[config.mk]
export PLATFORM = sky130hd
export DESIGN_NAME = ex_pipe
export DESIGN_NICKNAME = d
export VERILOG_FILES = /design/src/rtl/ex_pipe.sv
export SDC_FILE = /design/constraint.sdc
export NUM_CORES = 1
export LEC_CHECK = 0
export CAP_MARGIN = 10
export CORE_UTILIZATION = 45
export CTS_CLUSTER_SIZE = 20
export DETAILED_ROUTE_END_ITERATION = 8
export GPL_TIMING_DRIVEN = 0
export PLACE_DENSITY = 0.76
export SYNTH_ARGS = -nofsm -noshare
export SYNTH_HDL_FRONTEND = slang
export SYNTH_SLANG_ARGS = --single-unit
[constraint.sdc]
create_clock -name clk -period 6.6 [get_ports clk]
set_clock_uncertainty 0.15 [all_clocks]
set_input_delay 1.32 -clock clk [delete_from_list [all_inputs] [get_ports clk]]
set_output_delay 1.32 -clock clk [all_outputs]
set_load 0.005 [all_outputs]
[src/rtl/ex_pipe.sv]
// ex_pipe: ID/EX register, RV32I integer ALU, EX forwarding bus and EX/MEM register.
// Sits between decode and memory stages and obeys the central stall/flush controls.
module ex_pipe (
  input  logic        clk,
  input  logic        rst,
  input  logic [7:0]  id_aluop_i,
  input  logic [2:0]  id_alusel_i,
  input  logic [31:0] id_reg1_i,
  input  logic [31:0] id_reg2_i,
  input  logic [4:0]  id_wd_i,
  input  logic        id_wreg_i,
  input  logic        id_stall_i,
  input  logic        ex_stall_i,
  input  logic        mem_stall_i,
  input  logic        flush_i,
  output logic        ex_wreg_o,
  output logic [4:0]  ex_wd_o,
  output logic [31:0] ex_wdata_o,
  output logic        mem_wreg_o,
  output logic [4:0]  mem_wd_o,
  output logic [31:0] mem_wdata_o
);

  // Operation encodings shared with the decode stage.
  localparam logic [7:0] EXE_NOP_OP  = 8'b0000_0000;
  localparam logic [7:0] EXE_AND_OP  = 8'b0010_0100;
  localparam logic [7:0] EXE_OR_OP   = 8'b0010_0101;
  localparam logic [7:0] EXE_XOR_OP  = 8'b0010_0110;
  localparam logic [7:0] EXE_SLL_OP  = 8'b0111_1100;
  localparam logic [7:0] EXE_SRL_OP  = 8'b0000_0010;
  localparam logic [7:0] EXE_SRA_OP  = 8'b0000_0011;
  localparam logic [7:0] EXE_ADD_OP  = 8'b0010_0000;
  localparam logic [7:0] EXE_SUB_OP  = 8'b0010_0010;
  localparam logic [7:0] EXE_SLT_OP  = 8'b0010_1010;
  localparam logic [7:0] EXE_SLTU_OP = 8'b0010_1011;

  localparam logic [2:0] EXE_RES_NOP        = 3'b000;
  localparam logic [2:0] EXE_RES_LOGIC      = 3'b001;
  localparam logic [2:0] EXE_RES_SHIFT      = 3'b010;
  localparam logic [2:0] EXE_RES_ARITHMETIC = 3'b100;

  typedef struct packed {
    logic [7:0]  aluop;
    logic [2:0]  alusel;
    logic [31:0] reg1;
    logic [31:0] reg2;
    logic [4:0]  wd;
    logic        wreg;
  } idex_t;

  typedef struct packed {
    logic        wreg;
    logic [4:0]  wd;
    logic [31:0] wdata;
  } exmem_t;

  localparam idex_t IDEX_BUBBLE = '{aluop: EXE_NOP_OP, alusel: EXE_RES_NOP,
                                    reg1: 32'd0, reg2: 32'd0, wd: 5'd0, wreg: 1'b0};
  localparam exmem_t EXMEM_CLEAR = '{wreg: 1'b0, wd: 5'd0, wdata: 32'd0};

  idex_t  idex_q,  idex_d;
  exmem_t exmem_q, exmem_d;

  logic [31:0] logic_res, shift_res, arith_res, result;
  logic [4:0]  shamt;

  // ID/EX next state: flush, then bubble-on-ID-stall, then load, else hold.
  always_comb begin
    // NOTE: assign a default first so every path drives the signal; otherwise a latch is inferred.
    idex_d = idex_q;
    if (flush_i) begin
      idex_d = IDEX_BUBBLE;
    end else if (id_stall_i && !ex_stall_i) begin
      idex_d = IDEX_BUBBLE;
    end else if (!id_stall_i) begin
      idex_d = '{aluop: id_aluop_i, alusel: id_alusel_i, reg1: id_reg1_i,
                 reg2: id_reg2_i, wd: id_wd_i, wreg: id_wreg_i};
    end
  end

  // ID/EX register; reset loads a bubble without waiting for a clock edge.
  always_ff @(posedge clk or posedge rst) begin
    // NOTE: non-blocking assignments keep register updates order-independent across always_ff blocks.
    if (rst) idex_q <= IDEX_BUBBLE;
    else     idex_q <= idex_d;
  end

  assign shamt = idex_q.reg2[4:0];

  // ALU: one result per class; any operation not belonging to the class yields 0.
  always_comb begin
    logic_res = 32'd0;
    shift_res = 32'd0;
    arith_res = 32'd0;
    case (idex_q.aluop)
      EXE_OR_OP:   logic_res = idex_q.reg1 | idex_q.reg2;
      EXE_AND_OP:  logic_res = idex_q.reg1 & idex_q.reg2;
      EXE_XOR_OP:  logic_res = idex_q.reg1 ^ idex_q.reg2;
      EXE_SLL_OP:  shift_res = idex_q.reg1 << shamt;
      EXE_SRL_OP:  shift_res = idex_q.reg1 >> shamt;
      EXE_SRA_OP:  shift_res = $unsigned($signed(idex_q.reg1) >>> shamt);
      EXE_ADD_OP:  arith_res = idex_q.reg1 + idex_q.reg2;
      EXE_SUB_OP:  arith_res = idex_q.reg1 - idex_q.reg2;
      EXE_SLT_OP:  arith_res = {31'd0, $signed(idex_q.reg1) < $signed(idex_q.reg2)};
      EXE_SLTU_OP: arith_res = {31'd0, idex_q.reg1 < idex_q.reg2};
      default:     ;
    endcase
  end

  // Result mux by result class; NOP and unknown classes give 0.
  always_comb begin
    result = 32'd0;
    case (idex_q.alusel)
      EXE_RES_LOGIC:      result = logic_res;
      EXE_RES_SHIFT:      result = shift_res;
      EXE_RES_ARITHMETIC: result = arith_res;
      default:            result = 32'd0;
    endcase
  end

  // Forwarding bus depends only on ID/EX state; writes to x0 are never forwarded.
  assign ex_wd_o    = idex_q.wd;
  assign ex_wdata_o = result;
  assign ex_wreg_o  = idex_q.wreg & (idex_q.wd != 5'd0);

  // EX/MEM next state: flush, then bubble-on-EX-stall, then load, else hold.
  always_comb begin
    exmem_d = exmem_q;
    if (flush_i) begin
      exmem_d = EXMEM_CLEAR;
    end else if (ex_stall_i && !mem_stall_i) begin
      exmem_d = EXMEM_CLEAR;
    end else if (!ex_stall_i) begin
      exmem_d = '{wreg: ex_wreg_o, wd: ex_wd_o, wdata: ex_wdata_o};
    end
  end

  // EX/MEM register with asynchronous clear.
  always_ff @(posedge clk or posedge rst) begin
    if (rst) exmem_q <= EXMEM_CLEAR;
    else     exmem_q <= exmem_d;
  end

  assign mem_wreg_o  = exmem_q.wreg;
  assign mem_wd_o    = exmem_q.wd;
  assign mem_wdata_o = exmem_q.wdata;

endmodule

==> impl.org <==
** Global route
- The first global-routing pass estimated 100 mm of wire.
- Met1 Usage GRT :: 0.600
- The layer flagged by global routing as most heavily used is met2.
- Maximum number of pins on one net before global-route repair :: slightly below 80
- The number of antenna violations at the first check in global routing is 0.
- Vias in the first global route :: 14700
- Met2 global-route usage :: 0.645
- Overall track demand over capacity in global routing :: 0.449
- Overflow left after global routing :: 0
- Routing usage on met3 :: 0.145

** CTS
- Clock tree synthesis selected as its root buffer the cell sky130_fd_sc_hd__clkbuf_16.
- The number of clock buffers added by TritonCTS is 17.
- Number of sinks handled by clock tree synthesis :: between 100 and 150
- Number of H-tree branching levels :: 4
- The number of setup buffers added after CTS is 0.
- TritonCTS built the clock tree.
- Hold_buf cts :: 0
- The later pin in the worst-skew pair is clocked with a latency of approximately 450 ps.
- After clock tree synthesis, the clock-pin slew on the worst setup and hold paths is ~60 ps.
- Clock Tree Buf Depth :: 2

** Yosys
- Number of library cell types mapped by synthesis :: 85
- Of all flip-flops after synthesis, the portion carrying an async set or reset was 1.00.
- The number of nets in the synthesized netlist is approximately 1800.
- Number of flops mapped to enable cells by yosys :: 0
- Synthesis handed over a netlist of approximately 1600 instances.
- Dominant register cell in the synthesized netlist :: sky130_fd_sc_hd__dfrtp_1
- Yosys printed 0 warnings.
- Summing every instance area after synthesis gives about 14000 um^2.
- Flip-flop and latch count after synthesis :: roughly 120
- Synthesized area per cell :: 8.27 um^2
- Sequential-to-total area share from yosys stat :: 0.219

** Setup path
- By startpoint and endpoint, the worst setup path is classified as reg -> out.
- STA puts the critical path data arrival time at approximately 5300 ps.
- Required time of the worst setup path :: about 5100 ps
- Along the worst path, the maximum fanout reaches 10.
- STA classifies the critical path endpoint as an output port.
- Critical path startpoint category :: flip-flop

** Routing
- Before antenna repair, the detailed router went through 8 iterations.
- DRC errors left :: 0
- After detailed routing, the average wire length per cell comes to 31.2 um.
- Count of vias placed by the detailed router :: 15700
- Detailed-route vias per instance :: approximately 7.0
- Antenna Violating Nets Remaining :: 0
- DRT iter0 DRCs :: between 2000 and 2500
- Post-Route WL :: roughly 70 mm

** Layout
- Counting the fill cells in the layout gives ~2800.
- In the final layout, the share of cells above drive strength 1 is 0.0884.
- Area growth from synthesis to layout :: 20.9%
- Final std cells w/o fill :: 2223
- The final layout contains roughly 2000 nets.
- Antenna cell count :: 0

** Placed design
- PortBufs :: ~160
- Counting tap cells, the placed design contains a total of 2195 instances.
- Detailed placement HPWL :: 54.6 mm
- Final weighted congestion of routability-driven global placement :: roughly 1.1

** Timing
- For the pin with the worst max-slew slack, the measured transition is roughly 1400 ps.
- Shortest period the worst path allows :: 6720 ps
- Final number of max-transition violations :: 0
- Highest clock rate :: between 0.1 and 0.15 GHz
- Number of hold violations in the final report :: 0
- Final worst-path cycle share :: 1.02
- In this run the tightest slew margin relative to its limit is 0.0861.
- Across all setup checks in the final design, the least slack found is -120 ps.
- RSZ-0062 raised after global routing :: yes
- Finish-stage setup viols :: 2

** Job
- Max-cap violations in this run came to 0.

** Floorplanning
- Pin placement for this block handled around 160 I/O pins.
- Std cell rows :: 63
- After floorplanning, the core was sized to cover about 30000 um^2.
- Starting density of the core :: 0.458
- Height of the die :: approximately 180 um
- The floorplan step set the die width to 176 um.
- Die area :: between 30000 and 40000 um^2

** Power
- VDD sags by at most 0.000207 V.
- In this run the static leakage power is between 6 and 7 nW.
- Power density of the placed cells :: between 150 and 200 nW/um^2
- After layout, the design draws a total of 2.63 mW.

** Min path
- Class of the most critical hold timing path :: reg -> reg

** Status
- The flow ran to the end, but the final reports show violations.
- The final reports fail on negative setup slack.
[per-layer routing]
layer	vias up	wire length, um
li1	6515	-
met1	7635	27800
met2	1252	28300
met3	256	9380
met4	0	3920
met5	-	0
[synthesized netlist by cell type (all sizes together), types with 45 or more instances]
master / count / area share
nor2: 131 / 0.036
nand2: 126 / 0.035
dfrtp: 119 / 0.22
a22o: 116 / 0.075
a21oi: 103 / 0.038
o21ai: 103 / 0.039
clkbuf: 101 / 0.028
ha: 97 / 0.089
inv: 97 / 0.027
mux2i: 77 / 0.057
buf: 57 / 0.023
mux4: 45 / 0.076
[area by class of cell]
class                           instances  area (um^2)  area share
Inverter                               99          380      0.0232
Tap cell                              390          488      0.0297
Clock inverter                         10          128     0.00778
Timing Repair Buffer                  165         1660       0.101
Multi-Input combinational cell       1265         9620       0.586
Buffer                                154          693      0.0422
Clock buffer                           21          460      0.0281
Sequential cell                       119         2980       0.181
[worst paths after layout]
check,start,end,slack (ps),cells after the start
hold reg to reg,mem_wdata_o[19]$_DFFE_PP0P_,mem_wdata_o[19]$_DFFE_PP0P_,330,1
setup / recovery,idex_q[53]$_DFFE_PP0P_,ex_wdata_o[30],-120,13
hold / removal,mem_wdata_o[19]$_DFFE_PP0P_,mem_wdata_o[19]$_DFFE_PP0P_,330,1
setup reg to reg,idex_q[6]$_DFFE_PP0P_,mem_wdata_o[30]$_DFFE_PP0P_,1800,13
max in group asynchronous,rst,idex_q[59]$_DFFE_PP0P_,4390,3
min in group asynchronous,rst,idex_q[71]$_DFFE_PP0P_,1130,2
[metrics by stage]
step	hold WS (ps)	worst slack (ps)	TNS, ps	instance area, um^2	util
finish	335	-120	-146	16400	0.554
global route	359	-147	-167	16400	0.554
CTS	340	16.0	0	16300	0.551
detailed placement	322	-585	-7210	15700	0.530
global placement	317	-692	-8290	15700	0.529
floorplan	324	1390	0	13600	-
[registers in the layout, indices dropped and copies added (netlist names)]
name and flops:
idex_q 76, mem_wdata_o 32, ex_wd_o 5, mem_wreg_o 1
mem_wd_o 5
[report_power, final]
group	switching (mW)	internal (mW)
registers	0.0630	0.754
clock network	0.344	0.605
logic	0.552	0.313
[worst max-delay path, cell delays in order (launching register included)]
cell and delay (ps):
sky130_fd_sc_hd__dfrtp_1 680, sky130_fd_sc_hd__inv_1 350, sky130_fd_sc_hd__ha_1 400, sky130_fd_sc_hd__clkbuf_1 490, sky130_fd_sc_hd__nand2_1 250, sky130_fd_sc_hd__a21oi_1 410
sky130_fd_sc_hd__nand4_1 240, sky130_fd_sc_hd__a311oi_2 460, sky130_fd_sc_hd__o21ai_0 190, sky130_fd_sc_hd__a211oi_1 320, sky130_fd_sc_hd__a21oi_1 140, sky130_fd_sc_hd__xnor2_1 140
sky130_fd_sc_hd__o21ai_0 200, sky130_fd_sc_hd__clkdlybuf4s50_1 540
[logic make-up after synthesis]
logic type                 after synthesis  share of synthesized area
and+or+nand+nor                        417                      0.143
muxes                                  135                      0.143
DFF                                    119                      0.219
buffers and inverters                  257                     0.0786
xor gates and xnor gates                25                     0.0161
adders and majority gates               99                     0.0924
AOI/OAI and AO/OA                      589                      0.307
[cells in the final DEF (no fill, tap or decap), types with 8 or more instances in the layout]
cell and instances:
sky130_fd_sc_hd__buf_2 23, sky130_fd_sc_hd__nor2_1 131, sky130_fd_sc_hd__a21o_1 23, sky130_fd_sc_hd__clkbuf_1 95
sky130_fd_sc_hd__nand2b_1 10, sky130_fd_sc_hd__or3_1 8, sky130_fd_sc_hd__ha_1 97, sky130_fd_sc_hd__clkbuf_16 17
sky130_fd_sc_hd__inv_1 95, sky130_fd_sc_hd__a221oi_1 8, sky130_fd_sc_hd__o22ai_1 38, sky130_fd_sc_hd__o21bai_1 10
sky130_fd_sc_hd__mux2i_1 77, sky130_fd_sc_hd__nand2_1 126, sky130_fd_sc_hd__nor4_1 13, sky130_fd_sc_hd__a22oi_1 10
sky130_fd_sc_hd__buf_4 12, sky130_fd_sc_hd__and2_1 8, sky130_fd_sc_hd__a21oi_1 103, sky130_fd_sc_hd__o211ai_1 31
sky130_fd_sc_hd__nor3_1 28, sky130_fd_sc_hd__nand3_1 33, sky130_fd_sc_hd__o21ai_1 8, sky130_fd_sc_hd__o21ai_0 93
sky130_fd_sc_hd__xnor2_1 20, sky130_fd_sc_hd__mux2_2 13, sky130_fd_sc_hd__mux4_2 41, sky130_fd_sc_hd__nor2b_1 15
sky130_fd_sc_hd__a22o_1 116, sky130_fd_sc_hd__a31oi_1 15, sky130_fd_sc_hd__dfrtp_1 119, sky130_fd_sc_hd__buf_1 17
sky130_fd_sc_hd__a211oi_1 22, sky130_fd_sc_hd__clkdlybuf4s50_1 162, sky130_fd_sc_hd__o31ai_1 18, sky130_fd_sc_hd__nand4_1 10
[what timing repair did]
item                                   4_1_cts  5_1_grt
resized for setup                           13       17
endpoints found under the hold margin        0        0
pin swaps                                    0        1
setup endpoints to repair                   28       16
No activity file was read; power rests on OpenSTA's default activity.
